`src/rtl/bcd_serial_add_ctrl_if.sv`:
```
// Operand/result and shared-adder bus for bcd_serial_add_ctrl.
// The slave modport is the sequencer. The master modport is the requester
// together with the external 4-bit adder.
interface bcd_serial_add_ctrl_if #(
    parameter int DIGITS = 4
);
    logic                  start;
    logic [4*DIGITS-1:0]   op_a;
    logic [4*DIGITS-1:0]   op_b;
    logic                  c_in;
    logic                  busy;
    logic                  done;
    logic [4*DIGITS-1:0]   sum;
    logic                  c_out;
    logic                  err;
    logic [3:0]            add_a;
    logic [3:0]            add_b;
    logic                  add_cin;
    logic [3:0]            add_s;
    logic                  add_cout;

    modport slave (
        input  start, op_a, op_b, c_in, add_s, add_cout,
        output busy, done, sum, c_out, err, add_a, add_b, add_cin
    );

    modport master (
        output start, op_a, op_b, c_in, add_s, add_cout,
        input  busy, done, sum, c_out, err, add_a, add_b, add_cin
    );
endinterface

```
`src/rtl/bcd_serial_add_ctrl.sv`:
```
// Digit-serial packed-BCD adder sequencer driving one shared 4-bit binary adder.
// Each digit takes one raw-add pass, plus a +6 correction pass when the raw
// result exceeds 9.
// Optional feature: define BCD_CHECK_EN to flag non-BCD operand digits on err.
module bcd_serial_add_ctrl #(
    parameter int DIGITS = 4
) (
    input  logic                 clk,
    input  logic                 rst,
    bcd_serial_add_ctrl_if.slave bus
);
    localparam int IDX_W = (DIGITS > 1) ? $clog2(DIGITS) : 1;
    localparam int W     = 4 * DIGITS;

    typedef enum logic [1:0] {IDLE, ADD, CORR, DONE} state_t;

    state_t           state, state_nxt;
    logic [IDX_W-1:0] idx;
    logic             carry_q;
    logic [3:0]       raw_q;
    logic [W-1:0]     a_q;
    logic [W-1:0]     b_q;
    logic [W-1:0]     sum_q;
    logic             c_out_q;
    logic             last_digit;
    logic             corr_needed;

    // A raw digit result above 9 (including a binary carry-out) needs +6.
    function automatic logic needs_corr(input logic cout, input logic [3:0] s);
        return cout | (s > 4'd9);
    endfunction

`ifdef BCD_CHECK_EN
    logic err_q;

    // True when any digit of either operand lies in A..F.
    function automatic logic has_non_bcd(input logic [W-1:0] a, input logic [W-1:0] b);
        logic bad;
        bad = 1'b0;
        for (int i = 0; i < DIGITS; i++) begin
            if (a[i*4 +: 4] > 4'd9 || b[i*4 +: 4] > 4'd9) begin
                bad = 1'b1;
            end
        end
        return bad;
    endfunction

    assign bus.err = err_q;
`else
    assign bus.err = 1'b0;
`endif

    assign last_digit  = (idx == IDX_W'(DIGITS - 1));
    assign corr_needed = needs_corr(bus.add_cout, bus.add_s);
    assign bus.sum     = sum_q;
    assign bus.c_out   = c_out_q;

    // State register; reset aborts any operation in flight.
    always_ff @(posedge clk or posedge rst) begin
        if (rst) begin
            state <= IDLE;
        end else begin
            state <= state_nxt;
        end
    end

    // Next-state: raw add, optional correction, advance or finish.
    always_comb begin
        state_nxt = state;
        case (state)
            IDLE: if (bus.start) state_nxt = ADD;
            ADD: begin
                if (corr_needed)     state_nxt = CORR;
                else if (last_digit) state_nxt = DONE;
                else                 state_nxt = ADD;
            end
            CORR:    state_nxt = last_digit ? DONE : ADD;
            DONE:    state_nxt = IDLE;
            default: state_nxt = IDLE;
        endcase
    end

    // Outputs: status flags and the operands steered to the shared adder.
    always_comb begin
        bus.busy    = 1'b1;
        bus.done    = 1'b0;
        bus.add_a   = 4'd0;
        bus.add_b   = 4'd0;
        bus.add_cin = 1'b0;
        case (state)
            IDLE: bus.busy = 1'b0;
            ADD: begin
                bus.add_a   = a_q[idx*4 +: 4];
                bus.add_b   = b_q[idx*4 +: 4];
                bus.add_cin = carry_q;
            end
            CORR: begin
                bus.add_a = raw_q;
                bus.add_b = 4'd6;
            end
            DONE:    bus.done = 1'b1;
            default: bus.busy = 1'b0;
        endcase
    end

    // Control and result registers: digit index, decimal carry, sum, carry-out, err.
    always_ff @(posedge clk or posedge rst) begin
        if (rst) begin
            idx     <= '0;
            carry_q <= 1'b0;
            sum_q   <= '0;
            c_out_q <= 1'b0;
`ifdef BCD_CHECK_EN
            err_q   <= 1'b0;
`endif
        end else begin
            case (state)
                IDLE: begin
                    if (bus.start) begin
                        idx     <= '0;
                        carry_q <= bus.c_in;
                        sum_q   <= '0;
                        c_out_q <= 1'b0;
`ifdef BCD_CHECK_EN
                        err_q   <= has_non_bcd(bus.op_a, bus.op_b);
`endif
                    end
                end
                ADD: begin
                    if (!corr_needed) begin
                        sum_q[idx*4 +: 4] <= bus.add_s;
                        carry_q           <= 1'b0;
                        if (last_digit) c_out_q <= 1'b0;
                        else            idx     <= idx + IDX_W'(1);
                    end
                end
                CORR: begin
                    sum_q[idx*4 +: 4] <= bus.add_s;
                    carry_q           <= 1'b1;
                    if (last_digit) c_out_q <= 1'b1;
                    else            idx     <= idx + IDX_W'(1);
                end
                default: ;
            endcase
        end
    end

    // Operand and raw-digit holding registers; pure data, no reset needed.
    always_ff @(posedge clk) begin
        if (state == IDLE && bus.start) begin
            a_q <= bus.op_a;
            b_q <= bus.op_b;
        end
        if (state == ADD) begin
            raw_q <= bus.add_s;
        end
    end
endmodule

```
`src/flat_wrapper.sv`:
```
// flat-port wrapper written by rule: the top's interface ports become plain ports
module bcd_serial_add_ctrl_flat 
#(
    parameter int DIGITS = 4
)
  (clk, rst, bus_start, bus_op_a, bus_op_b, bus_c_in, bus_add_s, bus_add_cout, bus_busy, bus_done, bus_sum, bus_c_out, bus_err, bus_add_a, bus_add_b, bus_add_cin);
  bcd_serial_add_ctrl_if #(.DIGITS(DIGITS)) bus_i ();
  input  logic clk;
  input  logic rst;
  input wire logic [$bits(bus_i.start)-1:0] bus_start;
  input wire logic [$bits(bus_i.op_a)-1:0] bus_op_a;
  input wire logic [$bits(bus_i.op_b)-1:0] bus_op_b;
  input wire logic [$bits(bus_i.c_in)-1:0] bus_c_in;
  input wire logic [$bits(bus_i.add_s)-1:0] bus_add_s;
  input wire logic [$bits(bus_i.add_cout)-1:0] bus_add_cout;
  output wire logic [$bits(bus_i.busy)-1:0] bus_busy;
  output wire logic [$bits(bus_i.done)-1:0] bus_done;
  output wire logic [$bits(bus_i.sum)-1:0] bus_sum;
  output wire logic [$bits(bus_i.c_out)-1:0] bus_c_out;
  output wire logic [$bits(bus_i.err)-1:0] bus_err;
  output wire logic [$bits(bus_i.add_a)-1:0] bus_add_a;
  output wire logic [$bits(bus_i.add_b)-1:0] bus_add_b;
  output wire logic [$bits(bus_i.add_cin)-1:0] bus_add_cin;
  assign bus_i.start = bus_start;
  assign bus_i.op_a = bus_op_a;
  assign bus_i.op_b = bus_op_b;
  assign bus_i.c_in = bus_c_in;
  assign bus_i.add_s = bus_add_s;
  assign bus_i.add_cout = bus_add_cout;
  assign bus_busy = bus_i.busy;
  assign bus_done = bus_i.done;
  assign bus_sum = bus_i.sum;
  assign bus_c_out = bus_i.c_out;
  assign bus_err = bus_i.err;
  assign bus_add_a = bus_i.add_a;
  assign bus_add_b = bus_i.add_b;
  assign bus_add_cin = bus_i.add_cin;
  bcd_serial_add_ctrl #(.DIGITS(DIGITS)) u_core (.clk(clk), .rst(rst), .bus(bus_i));
endmodule
```
`config.mk`:
```
export PLATFORM = sky130hd
export DESIGN_NAME = bcd_serial_add_ctrl_flat
export DESIGN_NICKNAME = d
export VERILOG_FILES = /design/src/rtl/bcd_serial_add_ctrl_if.sv /design/src/rtl/bcd_serial_add_ctrl.sv /design/src/flat_wrapper.sv
export SDC_FILE = /design/constraint.sdc
export NUM_CORES = 1
export LEC_CHECK = 0
export CAP_MARGIN = 20
export CELL_PAD_IN_SITES_DETAIL_PLACEMENT = 0
export CELL_PAD_IN_SITES_GLOBAL_PLACEMENT = 1
export CORE_ASPECT_RATIO = 1.2
export CORE_MARGIN = 2
export CORE_UTILIZATION = 38
export DETAILED_ROUTE_END_ITERATION = 7
export PLACE_DENSITY = 0.76
export SETUP_SLACK_MARGIN = 0.05
export SYNTH_ARGS = -nofsm -noshare
export SYNTH_HDL_FRONTEND = slang
export SYNTH_SLANG_ARGS = --single-unit
export TNS_END_PERCENT = 20
```
`constraint.sdc`:
```
create_clock -name clk -period 2.1 [get_ports clk]
set_input_delay 0.315 -clock clk [delete_from_list [all_inputs] [get_ports clk]]
set_output_delay 0.315 -clock clk [all_outputs]
set_load 0.005 [all_outputs]
```
==> results.md, run 1 <==
* Clk_lat worst skew at 0.34 ns
* Most common cell after layout, fill and taps aside: clkdlybuf4s50_1
* Final nets at 330
* Crit path required time at 1.78 ns
* HPWL after DPL at 4.13 mm
* CP Capture Type: output pin
* TritonCTS buffer count at 9
* Gate Count Post-Synth at 184
* Htree depth at 3
* Clk_skew at 0.00856 ns
* Via Count at 1826
* Overall power at 4.93 mW
* Final-report hold violation count at 0
* Pre-CTS setup slack at 0.0183 ns
* Pin count of the biggest net entering global routing at 33
* Clk sinks at 58
* Worst-path cell chain: buf_12, buf_8, mux4_2, a32o_1, buf_2
* DR vias/cell at 4.91
* I/O pins at 70
* Die Wd at 79.7 um
* Initial antenna violation count at 0
* Leakage at 1.57 nW
* Syn. warnings at 0
* CP max stage delay at 0.49 ns
* First-pass GRT wire length at 8.82 mm
* Min Tclk post-route at 2.17 ns
* Total GRT Usage at 0.160
* Final worst slack at -0.0657 ns
* Most frequent cells in the layout: clkdlybuf4s50_1, edfxtp_1, dfrtp_1, buf_4, nor2_1
* Hold Slack at 0.315 ns
* Peak supply drop at 695 uV
* Final period utilization at 1.03
* # setup viols final at 3
* CP max FO at 4
* Fraction of layout cells with a size suffix above 1 at 0.288
* CTS root buf: clkbuf_8
* Failing checks: negative setup slack
* Post-synth top flop: edfxtp_1
* Largest cells by area after synthesis: edfxtp_1, dfrtp_1, mux4_2, ha_1, mux2_2
* Share of the synthesized area in the top cell type at 0.414
* Number of enable flip-flop cells after synthesis at 36
* Detail Route Antenna Nets at 0
* Synth Net Count at 234
* Register area share after synthesis at 0.625
* Initial DRC Count at 82
* Gpl congestion at 0.785
* Die Area at 7550 um2
* GRT overflow at 0
* Std cell rows at 33
* Drt drc at 0
* Die height at 94.8 um
* PwrDens at 1290 nW/um2
* Tightest Hold Check Type: input port to async pin
* Max Fclk at 462 MHz
* Synthesized area at 2610 um2
* Number of global-route vias before repair at 1846
* Distinct cell type count after synthesis at 40
* Synth Register Bits at 58
* Setup TNS at -0.185 ns
* Port Buffer Count at 68
* MaxCap Viol Count at 0
* Drt first pass iters at 4
* Post-Route WL at 5.57 mm
* Max-slew violation count at 0
* Unrepaired setup endpoints after global routing: yes
* Crit start category: flop
* Worst-path clk slew at 0.06 ns
* Placeable Area at 6730 um2
* CTS tree: done
* Antenna Cells at 0
* Syn Area/Cell at 14.2 um2
* WP data arrival at 1.85 ns
* Outcome: complete, but fails checks
* Crit path kind: flop to output pin
* Layout Area Growth over Synthesis at 46.7%
* Initial core utilization at 0.388
* Yosys top cell by area: edfxtp_1
* Slowest CP cell: mux4_2
* Max clock buf depth at 2
* Wire length per cell at 15.0 um
* Ys async rst share at 0.379
-- state kept, by name (all words and copies together), names as in the netlist --
register,count
u_core.idx,2
u_core.a_q,16
u_core.raw_q,4
u_core.bus.c_out,1
u_core.bus.sum,16
u_core.carry_q,1
u_core.b_q,16
u_core.state,2
-- where the power goes --
| part | total, mW | internal [mW] | switching, mW | leakage, nW |
|---|---|---|---|---|
| Sequential | 1.58 | 1.48 | 0.101 | 0.637 |
| Combinational | 2.24 | 1.18 | 1.06 | 0.824 |
| Clock | 1.11 | 0.664 | 0.442 | 0.107 |
| Total | 4.93 | 3.33 | 1.60 | 1.57 |
-- critical path: cells and delay by family, from the launching register on --
kind | cells | cell delay [ns]
AO/OA/AOI/OAI | 1 | 0.25
buffers and inverters | 3 | 0.35
flip-flops | 1 | 0.42
multiplexers | 1 | 0.49
-- what timing repair did --
item                                    in CTS  in global routing
cloned                                       0                  0
resized for setup                           32                 17
hold endpoints to repair                     0                  0
hold buffers                                 0                  0
pin swaps                                    6                  6
buffers inserted                             5                  2
endpoints found under the setup margin       9                 24
-- cell families after synthesis --
logic type                 synth area share
DFF                                   0.625
and+or+nand+nor                      0.0891
AOI/OAI and AO/OA                    0.0958
buffers and inverters                0.0422
muxes                                 0.103
adders and majority gates            0.0431
other                               0.00144
-- per-layer routing --
metal	global-route usage	wire length [um]
met1	0.184	2230
met2	0.273	2970
met3	0.0449	268
met4	0.0819	99
met5	0	0
-- synth_stat cells (all sizes together) (4+ instances only) --
| master | n |
|---|---|
| inv | 13 |
| nand2 | 9 |
| o21ai | 7 |
| a21oi | 4 |
| nor2 | 17 |
| dfrtp | 22 |
| ha | 9 |
| mux2 | 8 |
| o31ai | 4 |
| nor4 | 4 |
| mux4 | 8 |
| buf | 6 |
| a32o | 5 |
| a21o | 4 |
| edfxtp | 36 |
-- path summary, 6_finish.rpt --
check	end	slack [ns]	depth (start not counted)	startpoint
worst max-delay path	bus_add_a[2]	-0.07	5	u_core.idx[0]
worst min-delay path	u_core.bus.sum[2]	0.32	3	rst
worst max register to register	u_core.bus.sum[10]	0.17	7	u_core.idx[1]
worst min register to register	u_core.bus.sum[13]	0.48	1	u_core.bus.sum[13]
max in group asynchronous	u_core.bus.sum[5]	1.56	3	rst
min in group clk	u_core.bus.sum[13]	0.48	1	u_core.bus.sum[13]
-- area by class of cell --
type	count	area (um2)
flip-flops and latches	58	1630
clock buffers	9	124
clock inverters	7	93.8
fillers	563	2900
inverters	13	51.3
multi-input cells	105	936
well taps	87	109
repair buffers	93	885
-- stage by stage --
stage / area, um2 / util / instances
2_1_floorplan: 2610 / - / 184
3_3_place_gp: 3520 / 0.523 / 350
3_5_place_dp: 3520 / 0.523 / 350
4_1_cts: 3810 / 0.566 / 371
5_1_grt: 3830 / 0.569 / 372
6_report: 3830 / 0.569 / 372
(Power assumes the default switching activity.)
==> run 2: changes to the inputs <==
- CORE_UTILIZATION: 38 -> 39
- PLACE_DENSITY: 0.76 -> 0.78
==> run 2 against run 1 <==
  * The run still ends with negative setup slack left
  * Critical path depth stayed put
  * Utilization rose by 2.1 points
  * Final cell count unchanged
  * Total power shrank 0.71%
  * Wire length is 1.8% higher
  * Non-clock buffer count grew 2
  * Clock skew down 0.0024 ns
  * Via count shrank 0.71%
  * Global-route usage increased by 0.79 points
  * Flip-flop and latch count is the same
  * Clock power hardly changed
==> results.md, run 2 (synthesis results as in run 1) <==
* Outcome: complete, but fails checks
* Failing checks: negative setup slack
* Initial antenna violation count at 0
* Max clock buf depth at 2
* First-pass GRT wire length at 9.01 mm
* Initial DRC Count at 62
* CTS root buf: clkbuf_8
* Worst-path clk slew at 0.06 ns
* Unrepaired setup endpoints after global routing: yes
* Total of fill cells in the finished design at 520
* Placed cells at 349
* Crit path kind: flop to output pin
* # setup viols final at 4
* Total GRT Usage at 0.168
* Pre-CTS setup slack at 0.0258 ns
* Htree depth at 3
* Pin count of the biggest net entering global routing at 33
* Drt first pass iters at 4
* Max-slew violation count at 0
* Crit start category: flop
* Min Tclk post-route at 2.16 ns
* GRT overflow at 0
* Clk sinks at 58
* TritonCTS buffer count at 9
* CP Capture Type: output pin
* Placeable Area at 6450 um2
* Wire length per cell at 15.3 um
* Most frequent cells in the layout: clkdlybuf4s50_1, edfxtp_1, dfrtp_1, buf_4, nor2_1
* Crit path required time at 1.78 ns
* Most common cell after layout, fill and taps aside: clkdlybuf4s50_1
* Std cell rows at 32
* Die Area at 7370 um2
* CTS Hold Buffers Added at 0
* Finished Cell Area at 3800 um2
* Final worst slack at -0.0550 ns
* Leakage at 1.56 nW
* Final nets at 332
* CTS tree: done
* PwrDens at 1290 nW/um2
* Drt drc at 0
* WP data arrival at 1.84 ns
* CP max FO at 5
* Detail Route Antenna Nets at 0
* Gpl congestion at 0.814
* Number of global-route vias before repair at 1839
* Max Fclk at 464 MHz
* I/O pins at 70
* Clk_skew at 0.00617 ns
* DR vias/cell at 4.87
* Fraction of layout cells with a size suffix above 1 at 0.279
* Die Wd at 78.7 um
* Setup TNS at -0.151 ns
* MaxCap Viol Count at 0
* Clk_lat worst skew at 0.34 ns
* FF-to-FF setup slack at 0.22 ns
* Peak supply drop at 690 uV
* Final period utilization at 1.03
* Via Count at 1813
* Non-Filler Instances at 372
* Tightest Hold Check Type: input port to async pin
* Final-report hold violation count at 0
* Die height at 93.6 um
* Post-Route WL at 5.68 mm
* Antenna Cells at 0
* Port Buffer Count at 68
* HPWL after DPL at 4.05 mm
* Placed inst area at 3520 um2
* Initial core utilization at 0.405
* Layout Area Growth over Synthesis at 45.7%
-- run 2: metal layers --
layer / part of all wire / routed length, um / vias up / global-route usage
met2: 0.51 / 2910 / 51 / 0.275
li1: - / - / 879 / -
met5: 0 / 0 / - / 0
met4: 0.014 / 80 / 0 / 0.0833
met3: 0.042 / 237 / 5 / 0.0434
met1: 0.43 / 2440 / 878 / 0.207
-- run 2: critical path, stage by stage, from the launching register on --
cell and delay (ns):
dfrtp_1 0.41, buf_12 0.14, buf_4 0.10, mux4_2 0.47
a32o_1 0.26, buf_2 0.12
-- run 2: path summary, 6_finish.rpt --
check	start	end	cells past startpoint
max in group asynchronous	rst	u_core.state[1]	3
worst max-delay path	u_core.idx[0]	bus_add_a[3]	5
min in group clk	u_core.bus.sum[14]	u_core.bus.sum[14]	1
worst max register to register	u_core.state[0]	u_core.bus.sum[7]	7
worst min-delay path	rst	u_core.bus.sum[3]	3
worst min register to register	u_core.bus.sum[14]	u_core.bus.sum[14]	1
-- run 2: area by class of cell --
class / instances / area (um2) / area share
clock inverter: 6 / 81.3 / 0.0214
multi-input combinational: 105 / 913 / 0.240
timing repair buffer: 95 / 896 / 0.235
inverter: 13 / 48.8 / 0.0128
sequential: 58 / 1630 / 0.429
tap: 85 / 106 / 0.0280
clock buffer: 10 / 128 / 0.0335
-- run 2: per-stage QoR --
stage	util	hold slack (ns)	total power, mW
3_3_place_gp	0.547	0.465	3.70
3_5_place_dp	0.547	0.472	3.72
5_1_grt	0.590	0.348	5.20
2_1_floorplan	-	0.304	2.83
4_1_cts	0.586	0.314	4.87
6_report	0.590	0.319	4.90
-- run 2: what timing repair did --
action,in CTS,in global routing
pin swaps,9,1
setup endpoints to repair,9,22
gates resized for setup,37,8
hold endpoints to repair,0,0
buffers inserted,6,1
-- run 2: where the power goes --
| group | total (mW) | internal, mW | switching (mW) |
|---|---|---|---|
| clock | 1.09 | 0.659 | 0.426 |
| sequential | 1.57 | 1.48 | 0.0841 |
| combinational | 2.24 | 1.18 | 1.06 |
| total | 4.90 | 3.33 | 1.57 |
==> run 3: changes to the inputs <==
- CTS_CLUSTER_SIZE: default -> 20
- SKIP_LAST_GASP: default -> 1
==> run 3 against run 2 <==
  * Hold slack got worse by 0.0024 ns
  * The flow still finishes with violations (negative setup slack)
  * Highest routed layer unchanged
  * Non-clock buffer count decreased by 1
  * Final cell count shrank 0.27%
  * Critical path type unchanged
  * Largest cell class unchanged
==> results.md, run 3 (synthesis results as in run 1) <==
* Sequential cell area at 1630 um2
* Unrepaired setup endpoints after global routing: yes
* PwrDens at 1280 nW/um2
* I/O pins at 70
* Pint at 3.27 mW
* Detail Route Antenna Nets at 0
* Port Buffer Count at 68
* # setup viols final at 7
* Sequential power share at 0.325
* Antenna Cells at 0
* HPWL after DPL at 4.05 mm
* Peak supply drop at 690 uV
* CP max FO at 5
* Tightest Hold Check Type: input port to async pin
* Outcome: complete, but fails checks
* Layout Area Growth over Synthesis at 44.5%
* Placeable Area at 6450 um2
* Worst-path clk slew at 0.06 ns
* Worst r2r dst: u_core.bus.sum[7]
* Most common cell after layout, fill and taps aside: clkdlybuf4s50_1
* Leakage at 1.56 nW
* Max Fclk at 464 MHz
* Clk sinks at 58
* TritonCTS buffer count at 9
* CTS root buf: clkbuf_8
* Pre-CTS setup slack at 0.0258 ns
* Clk_skew at 0.00525 ns
* DR vias/cell at 4.88
* First-pass GRT wire length at 9.02 mm
* Wire length per cell at 15.3 um
* Min Tclk post-route at 2.16 ns
* Htree depth at 3
* Post-Route WL at 5.69 mm
* Placed cells at 349
* Final-report hold violation count at 0
* Reg2Reg Depth at 7
* Number of global-route vias before repair at 1840
* Fraction of layout cells with a size suffix above 1 at 0.238
* Clk_lat worst skew at 0.34 ns
* Total of fill cells in the finished design at 527
* Non-Filler Instances at 371
* Clock network power share at 0.226
* Most frequent cells in the layout: clkdlybuf4s50_1, edfxtp_1, dfrtp_1, buf_4, nor2_1
* Overall power at 4.82 mW
* Final Util at 0.585
* Area of the multi-input gates at 877 um2
* FF-to-FF Start: u_core.state[0]
* Total GRT Usage at 0.169
* Max clock buf depth at 2
* WP data arrival at 1.84 ns
* Die height at 93.6 um
* Net Sw Power at 1.55 mW
* GRT overflow at 0
* Final worst slack at -0.0574 ns
* Die Area at 7370 um2
* CP Capture Type: output pin
* Failing checks: negative setup slack
* Initial antenna violation count at 0
* Std cell rows at 32
* Final period utilization at 1.03
* MaxCap Viol Count at 0
* Final nets at 331
* Die Wd at 78.7 um
* Crit path required time at 1.78 ns
* Initial DRC Count at 61
* Drt first pass iters at 4
* Comb pwr share at 0.449
* Initial core utilization at 0.405
* Pin count of the biggest net entering global routing at 33
* FF-to-FF setup slack at 0.10 ns
* CTS tree: done
* Gpl congestion at 0.814
* Drt drc at 0
* Crit start category: flop
* CTS Hold Buffers Added at 0
* Crit path kind: flop to output pin
* Switching share of power at 0.322
* Via Count at 1812
* Max-slew violation count at 0
run 3: cell types whose count changed in the layout (fill, tap and decap cells not counted), sizes merged:
cell           previous run  this run
buf                      34        31
clkbuf                   11        10
clkdlybuf4s15             0         1
dlygate4sd2               0         2
run 3: cell type report:
type / count / share of cell area
clock buffers: 10 / 0.0338
clock inverters: 6 / 0.0216
inverters: 13 / 0.0129
multi-input cells: 105 / 0.232
flip-flops and latches: 58 / 0.432
well taps: 85 / 0.0282
repair buffers: 94 / 0.239
run 3: per-stage QoR:
stage	cell area, um2	TNS [ns]	hold slack (ns)
final	3770	-0.245	0.317
after global placement	3520	0	0.465
after detailed placement	3520	0	0.472
after CTS	3770	-0.356	0.314
after global routing	3770	-1.18	0.348
after floorplan	2610	0	0.304
run 3: power by group through the flow:
stage | logic [mW] | clock network [mW] | registers [mW]
2_1_floorplan | 1.24 | 0 | 1.59
3_3_place_gp | 2.12 | 0 | 1.59
3_5_place_dp | 2.13 | 0 | 1.59
4_1_cts | 2.18 | 1.11 | 1.57
5_1_grt | 2.37 | 1.16 | 1.59
6_report | 2.17 | 1.09 | 1.57
run 3: worst max path at each step:
stage | from | endpoint | slack [ns] | cells past startpoint
finish | u_core.idx[0] | bus_add_a[3] | -0.06 | 5
global placement | u_core.idx[0] | bus_add_a[0] | 0.04 | 4
CTS | u_core.idx[0] | bus_add_a[0] | -0.07 | 5
detailed placement | u_core.idx[0] | bus_add_a[0] | 0.03 | 4
global route | u_core.idx[0] | bus_add_a[1] | -0.13 | 5
floorplan | u_core.state[0] | u_core.a_q[0] | 0.20 | 3
run 3: timing repair:
item / 4_1_cts / 5_1_grt
setup endpoints to repair: 9 / 23
gates resized for setup: 30 / 0
pin swaps: 7 / 0
buffers inserted: 6 / 0
run 3: metal layers:
layer  global-route usage  vias to the layer above  part of all wire
met1                0.207                      879              0.43
met2                0.276                       51              0.51
met5                    0                        -                 0
li1                     -                      875                 -
met4               0.0833                        0             0.017
met3               0.0434                        7             0.041
run 3: critical path: stages (launching register included):
cell and delay, ns:
dfrtp_1 0.41, buf_12 0.14, buf_4 0.10, mux4_2 0.47, a32o_1 0.26, buf_2 0.12
